==> src/rtl/mshr_alloc_arbiter_pkg.sv <==
// Shared data-cache sizing defaults used by the MSHR allocation/arbitration slice.
package mshr_alloc_arbiter_pkg;
    localparam int DC_NMSHR = 4;
    localparam int DC_IDX_W = 6;
    localparam int DC_TAG_W = 20;
endpackage

==> src/rtl/mshr_alloc_arbiter_rr_lock.sv <==
// Round-robin arbiter that holds its winner until the shared port accepts,
// so a ready/valid handshake never sees the selection change mid-transfer.
module rr_lock_arbiter #(
    parameter int N = 4,
    localparam int SW = $clog2(N)
) (
    input  logic          clock,
    input  logic          reset,
    input  logic [N-1:0]  req,
    input  logic          out_ready,
    output logic [N-1:0]  gnt,
    output logic          valid,
    output logic [SW-1:0] sel,
    output logic          lock
);
    logic [SW-1:0] ptr_q;
    logic [SW-1:0] lock_sel_q;
    logic          lock_q;
    logic [SW-1:0] rr_sel;
    logic          hold;

    always_comb begin
        rr_sel = '0;
        // Walk from the far end so the requester closest to ptr_q is written last.
        for (int k = N - 1; k >= 0; k--) begin
            if (req[ptr_q + SW'(k)]) rr_sel = ptr_q + SW'(k);
        end
        hold  = lock_q & req[lock_sel_q];
        sel   = hold ? lock_sel_q : rr_sel;
        valid = |req;
        lock  = hold;
        gnt   = '0;
        if (valid && out_ready) gnt[sel] = 1'b1;
    end

    always_ff @(posedge clock or posedge reset) begin
        if (reset) begin
            ptr_q      <= '0;
            lock_sel_q <= '0;
            lock_q     <= 1'b0;
        end else if (valid) begin
            if (out_ready) begin
                lock_q <= 1'b0;
                ptr_q  <= sel + SW'(1);
            end else begin
                lock_q     <= 1'b1;
                lock_sel_q <= sel;
            end
        end else begin
            lock_q <= 1'b0;
        end
    end

    a_lock_dropped: assert property (@(posedge clock) disable iff (reset)
        !(lock_q && !req[lock_sel_q]));
    a_gnt_onehot: assert property (@(posedge clock) disable iff (reset)
        $onehot0(gnt));
endmodule

==> src/rtl/mshr_alloc_arbiter.sv <==
// Steers a new miss to a merging MSHR (secondary) or a free one (primary), and
// round-robin shares the meta-read and acquire ports among the MSHRs.
module mshr_alloc_arbiter
    import mshr_alloc_arbiter_pkg::*;
#(
    parameter int NMSHR = DC_NMSHR,
    parameter int IDX_W = DC_IDX_W,
    parameter int TAG_W = DC_TAG_W,
    localparam int PW = $clog2(NMSHR)
) (
    input  logic                   clock,
    input  logic                   reset,
    input  logic                   req_valid,
    output logic                   req_ready,
    input  logic [IDX_W-1:0]       req_idx,
    input  logic [TAG_W-1:0]       req_tag,
    input  logic [NMSHR-1:0]       mshr_valid,
    input  logic [NMSHR*IDX_W-1:0] mshr_idx,
    input  logic [NMSHR*TAG_W-1:0] mshr_tag,
    input  logic [NMSHR-1:0]       mshr_pri_rdy,
    input  logic [NMSHR-1:0]       mshr_sec_rdy,
    output logic [NMSHR-1:0]       pri_val,
    output logic [NMSHR-1:0]       sec_val,
    input  logic [NMSHR-1:0]       mr_req,
    output logic [NMSHR-1:0]       mr_gnt,
    output logic                   meta_read_valid,
    input  logic                   meta_read_ready,
    input  logic [NMSHR-1:0]       acq_req,
    output logic [NMSHR-1:0]       acq_gnt,
    output logic                   acquire_valid,
    input  logic                   acquire_ready,
    output logic [PW-1:0]          acq_sel,
    output logic                   alloc_full
);
    logic [NMSHR-1:0] m, c;
    logic             aq_v;
    logic [IDX_W-1:0] aq_idx;
    logic [TAG_W-1:0] aq_tag;
    logic             aq_match, aq_conf, stall, hit, pri_found, pri_fire;
    logic [PW-1:0]    hit_sel, pri_sel, alloc_ptr;
    logic             mr_lock, acq_lock;
    logic [PW-1:0]    mr_sel;

    always_comb begin
        m = '0;
        c = '0;
        for (int i = 0; i < NMSHR; i++) begin
            if (mshr_valid[i] && mshr_idx[i*IDX_W +: IDX_W] == req_idx) begin
                if (mshr_tag[i*TAG_W +: TAG_W] == req_tag) m[i] = 1'b1;
                else                                       c[i] = 1'b1;
            end
        end
        // The primary accepted last cycle is not yet visible in mshr_valid.
        aq_match = aq_v && aq_idx == req_idx && aq_tag == req_tag;
        aq_conf  = aq_v && aq_idx == req_idx && aq_tag != req_tag;
        stall    = (|c) | aq_match | aq_conf;
        hit      = |m;

        hit_sel = '0;
        for (int i = 0; i < NMSHR; i++) begin
            if (m[i]) hit_sel = PW'(i);
        end

        pri_sel   = '0;
        pri_found = 1'b0;
        for (int k = NMSHR - 1; k >= 0; k--) begin
            if (mshr_pri_rdy[alloc_ptr + PW'(k)]) begin
                pri_sel   = alloc_ptr + PW'(k);
                pri_found = 1'b1;
            end
        end

        req_ready = 1'b0;
        pri_val   = '0;
        sec_val   = '0;
        if (!stall) begin
            if (hit) begin
                req_ready        = mshr_sec_rdy[hit_sel];
                sec_val[hit_sel] = req_valid & mshr_sec_rdy[hit_sel];
            end else if (pri_found) begin
                req_ready        = 1'b1;
                pri_val[pri_sel] = req_valid;
            end
        end
        pri_fire   = |pri_val;
        alloc_full = ~|mshr_pri_rdy;
    end

    always_ff @(posedge clock or posedge reset) begin
        if (reset) begin
            aq_v      <= 1'b0;
            aq_idx    <= '0;
            aq_tag    <= '0;
            alloc_ptr <= '0;
        end else begin
            aq_v <= pri_fire;
            if (pri_fire) begin
                aq_idx    <= req_idx;
                aq_tag    <= req_tag;
                alloc_ptr <= pri_sel + PW'(1);
            end
        end
    end

    rr_lock_arbiter #(.N(NMSHR)) u_mr_arb (
        .clock     (clock),
        .reset     (reset),
        .req       (mr_req),
        .out_ready (meta_read_ready),
        .gnt       (mr_gnt),
        .valid     (meta_read_valid),
        .sel       (mr_sel),
        .lock      (mr_lock)
    );

    rr_lock_arbiter #(.N(NMSHR)) u_acq_arb (
        .clock     (clock),
        .reset     (reset),
        .req       (acq_req),
        .out_ready (acquire_ready),
        .gnt       (acq_gnt),
        .valid     (acquire_valid),
        .sel       (acq_sel),
        .lock      (acq_lock)
    );

    a_single_match: assert property (@(posedge clock) disable iff (reset)
        req_valid |-> $onehot0(m));
    a_pri_sec_excl: assert property (@(posedge clock) disable iff (reset)
        !((|pri_val) && (|sec_val)));
    a_pri_onehot: assert property (@(posedge clock) disable iff (reset)
        $onehot0(pri_val) && $onehot0(sec_val));
endmodule

==> config.mk <==
export PLATFORM = sky130hd
export DESIGN_NAME = mshr_alloc_arbiter
export DESIGN_NICKNAME = d
export VERILOG_FILES = /design/src/rtl/mshr_alloc_arbiter_pkg.sv /design/src/rtl/mshr_alloc_arbiter_rr_lock.sv /design/src/rtl/mshr_alloc_arbiter.sv
export SDC_FILE = /design/constraint.sdc
export NUM_CORES = 1
export LEC_CHECK = 0
export CORE_MARGIN = 2
export CORE_UTILIZATION = 41
export CTS_BUF_LIST = sky130_fd_sc_hd__clkbuf_4 sky130_fd_sc_hd__clkbuf_8
export DETAILED_ROUTE_END_ITERATION = 7
export GPL_TIMING_DRIVEN = 0
export PLACE_DENSITY = 0.89
export SYNTH_ARGS = -nofsm -noshare
export SYNTH_HDL_FRONTEND = slang
export SYNTH_SLANG_ARGS = --single-unit
export TNS_END_PERCENT = 5
==> constraint.sdc <==
create_clock -name clock -period 14.7 [get_ports clock]
set_clock_uncertainty 0.1 [all_clocks]
set_input_delay 4.41 -clock clock [delete_from_list [all_inputs] [get_ports clock]]
set_output_delay 4.41 -clock clock [all_outputs]
set_load 0.005 [all_outputs]
==> results.yml <==
outcome:
  run_status: "complete, no violations"
global_route:
  grt.overflow.total: 0
  grt_util_all_layers_pct: 25.2
  global_route_wire_length_before_repair_um: 14700
  first_global_vias: 3093
  largest_net_degree_at_the_start_of_global_routing: 20
  antenna_found_initial: 0
floorplanning:
  die_w_um: 86.1
  floorplan.die_area_um2: 7420
  core_region_area_um2: 6420
  rows: 29
  initial_utilization_pct: 43.1
  die-height_um: 86.1
  top_level_ports: 177
timing:
  setup_viol: 0
  worstMarginPinSlew_ps: 729
  finalWorstPathRequiredPeriod_ps: 11990
  max_slew_margin_pct: 51.3
  max_freq_mhz: 83.4
  hold-worst-slack_ps: 423
  timing_max_transition_violations_final: 0
  fin_crit_sh_pct: 81.6
  unrepaired_setup_endpoints_after_global_routing: "no"
  fin_tns_setup_ps: 0
  final-hold-violation-count: 0
logic_synthesis:
  ys_seq_elements: 19
  yosysSeqAreaShare_pct: 17.2
  synthesis.instances: 327
  synth-main-ff-cell: "dfrtp_1"
  netlist-cell-type-count: 40
  postSynth.asyncResetShare_pct: 100
  mappedNetlistArea_um2: 2770
  synth_enable_flop_cells: 0
  synth_warnings: 0
  postSynthAreaPerCell_um2: 8.46
  syn_nets: 494
setup_path:
  critical_path_cell_sequence: "clkdlybuf4s50_1, xor2_1, nor4_1, nand3_1, nor2_1, a2bb2oi_2, nand3_2, or3_2, nor2_1, clkdlybuf4s50_1"
  critical_path.max_fanout: 6
  crit_slowest_cell: "clkdlybuf4s50_1"
  worst_path_largest_cell_delay_ps: 580
  required_ps: 10190
  timing.critical_path.to_type: "output port"
  reg2reg_setup_slack_ps: 12230
  crit_type: "in2out"
  setup.worst_path.start_class: "primary input"
  worst-r2r-cell-count: 8
  worstPathArrival_ps: 7480
place:
  gpl.final_weighted_congestion: 0.812
  dpl_cell_area_um2: 4560
  place.detailed.hpwl_um: 8440
  port-buffer-count: 170
clocking:
  clock_tree_from_tritoncts: "done"
  reg_clk_slew_reported_paths_ps: 70
  clk_latency_ps: 260
  cts-resized-gates: 0
  cts_buffers: 3
  clock_tree.root_cell: "clkbuf_8"
  max-clock-path-buffers: 2
  numClockSinks: 19
  htree_num_levels: 1
  cts-hold-fix-buffers: 0
  post_cts.repair.setup_buffers: 0
cells_and_area:
  layout.nets: 669
  flow.area_growth_from_synthesis_pct: 66.8
  fraction_of_layout_instances_using_a_drive_strength_above_1_pct: 6.19
  n_antenna_cell: 0
  stdcell_area_um2: 4610
  nFillCells: 481
power:
  peakVddDrop_uv: 49.3
  power.leakage_nw: 1.84
  pwr_density_cell_nw_per_um2: 74.8
  report.power.total_mw: 0.345
route:
  drt-vias-per-instance: 5.15
  route.detailed.drc: 0
  route.detailed.wl_per_inst_um: 16.2
  finalWirelength_um: 9360
  firstDrtPassIters: 4
  detailroute.via_count: 2978
  detailedRoute.firstIterationViolations: 152
  final_antenna_net_count: 0
worst_hold_path:
  worst_hold_path.num_cells: 2
  hold_class: "reg2reg"
job:
  max_cap_viol_count: 0
report_power, final:
part / internal (mW) / switching, mW / total (mW) / leakage (nW)
Clock: 0.0211 / 0.0172 / 0.0384 / 0.0262
Combinational: 0.128 / 0.0847 / 0.213 / 1.59
Sequential: 0.0739 / 0.0203 / 0.0942 / 0.225
Total: 0.223 / 0.122 / 0.345 / 1.84
cells by family (layout without fill, tap and decap cells):
| logic type | Yosys count | count (layout) | synth area share [%] |
|---|---|---|---|
| xor+xnor | 110 | 110 | 34.8 |
| simple gates | 105 | 105 | 21.0 |
| fa+ha+maj | 12 | 12 | 5.43 |
| mux | 14 | 14 | 7.56 |
| compound gates | 34 | 34 | 7.51 |
| buf+inv | 33 | 207 | 6.47 |
| flops | 19 | 19 | 17.2 |
registers in the layout, summed over array words and instances (netlist names):
| register | count |
|---|---|
| aq_idx | 6 |
| alloc_ptr | 2 |
| u_acq_arb.lock_sel_q | 2 |
| u_acq_arb.ptr_q | 2 |
| u_mr_arb.lock_sel_q | 2 |
| u_mr_arb.ptr_q | 2 |
| aq_v | 1 |
| u_acq_arb.lock_q | 1 |
| u_mr_arb.lock_q | 1 |
metrics by stage:
stage / instances / utilization (%) / setup WS [ps]
3_5_place_dp: 574 / 71.1 / 2720
5_1_grt: 578 / 71.8 / 2500
2_1_floorplan: 327 / - / 3840
3_3_place_gp: 574 / 71.1 / 2760
4_1_cts: 578 / 71.8 / 2700
6_report: 578 / 71.8 / 2710
cells in the mapped netlist, types with 2 or more instances:
cell	instances	area, um2
a21oi_1	13	65.1
and3_1	8	50.1
buf_6	6	67.6
xnor2_1	57	499
ha_1	12	150
o221ai_1	2	17.5
nor4_1	18	113
dfrtp_1	19	475
clkbuf_1	2	7.51
o22a_1	2	17.5
nor2b_1	2	12.5
mux2_4	8	120
o21ai_0	9	45.0
inv_1	24	90.1
nand2_1	21	78.8
nor2_1	18	67.6
nand3_1	5	25.0
or4_1	4	30.0
o22ai_1	3	18.8
or3_2	2	15.0
nand4_1	15	93.8
mux4_2	2	45.0
nor3_1	4	20.0
mux2_2	3	33.8
xor2_1	53	464
layout make-up:
class | instances | area, um2 | area share, %
Multi-Input combinational cell | 275 | 2110 | 45.8
Sequential cell | 19 | 475 | 10.3
Buffer | 9 | 88.8 | 1.93
Tap cell | 77 | 96.3 | 2.09
Timing Repair Buffer | 170 | 1700 | 36.9
Clock buffer | 4 | 48.8 | 1.06
Inverter | 24 | 90.1 | 1.95
critical path, delay by kind of cell:
family	cells	cell delay (ps)
AND/OR/NAND/NOR	6	1560
AO/OA/AOI/OAI	1	190
buffers and inverters	2	1090
XOR/XNOR	1	240
per-layer routing:
layer / GRT usage (%) / share of wire, % / wire length [um] / up-vias
met1: 31.4 / 40 / 3750 / 1378
met3: 4.43 / 6.8 / 640 / 9
li1: - / - / - / 1470
met4: 4.33 / 1.0 / 97 / 0
met2: 45.6 / 52 / 4870 / 121
met5: 0 / 0 / 0 / -
placed cells by master, fill, tap and decap left out, types with 5 or more instances in the layout:
cell	n
nor2_1	18
dfrtp_1	19
nand2_1	21
ha_1	12
nor4_1	18
clkdlybuf4s50_1	170
xor2_1	53
a21oi_1	13
and3_1	8
buf_6	6
mux2_4	8
o21ai_0	9
nand4_1	15
nand3_1	5
xnor2_1	57
inv_1	24
path summary, 6_finish.rpt:
path	startpoint	endpoint
min in group asynchronous	reset	u_mr_arb.lock_sel_q[0]$_DFFE_PP0P_
worst min-delay path	u_mr_arb.ptr_q[0]$_DFFE_PP0P_	u_mr_arb.ptr_q[0]$_DFFE_PP0P_
worst max register to register	alloc_ptr[0]$_DFFE_PP0P_	aq_idx[1]$_DFFE_PP0P_
max in group asynchronous	reset	alloc_ptr[0]$_DFFE_PP0P_
worst max-delay path	req_tag[8]	pri_val[0]
worst min register to register	u_mr_arb.ptr_q[0]$_DFFE_PP0P_	u_mr_arb.ptr_q[0]$_DFFE_PP0P_
Note: power is estimated with default switching activity, not from simulation.
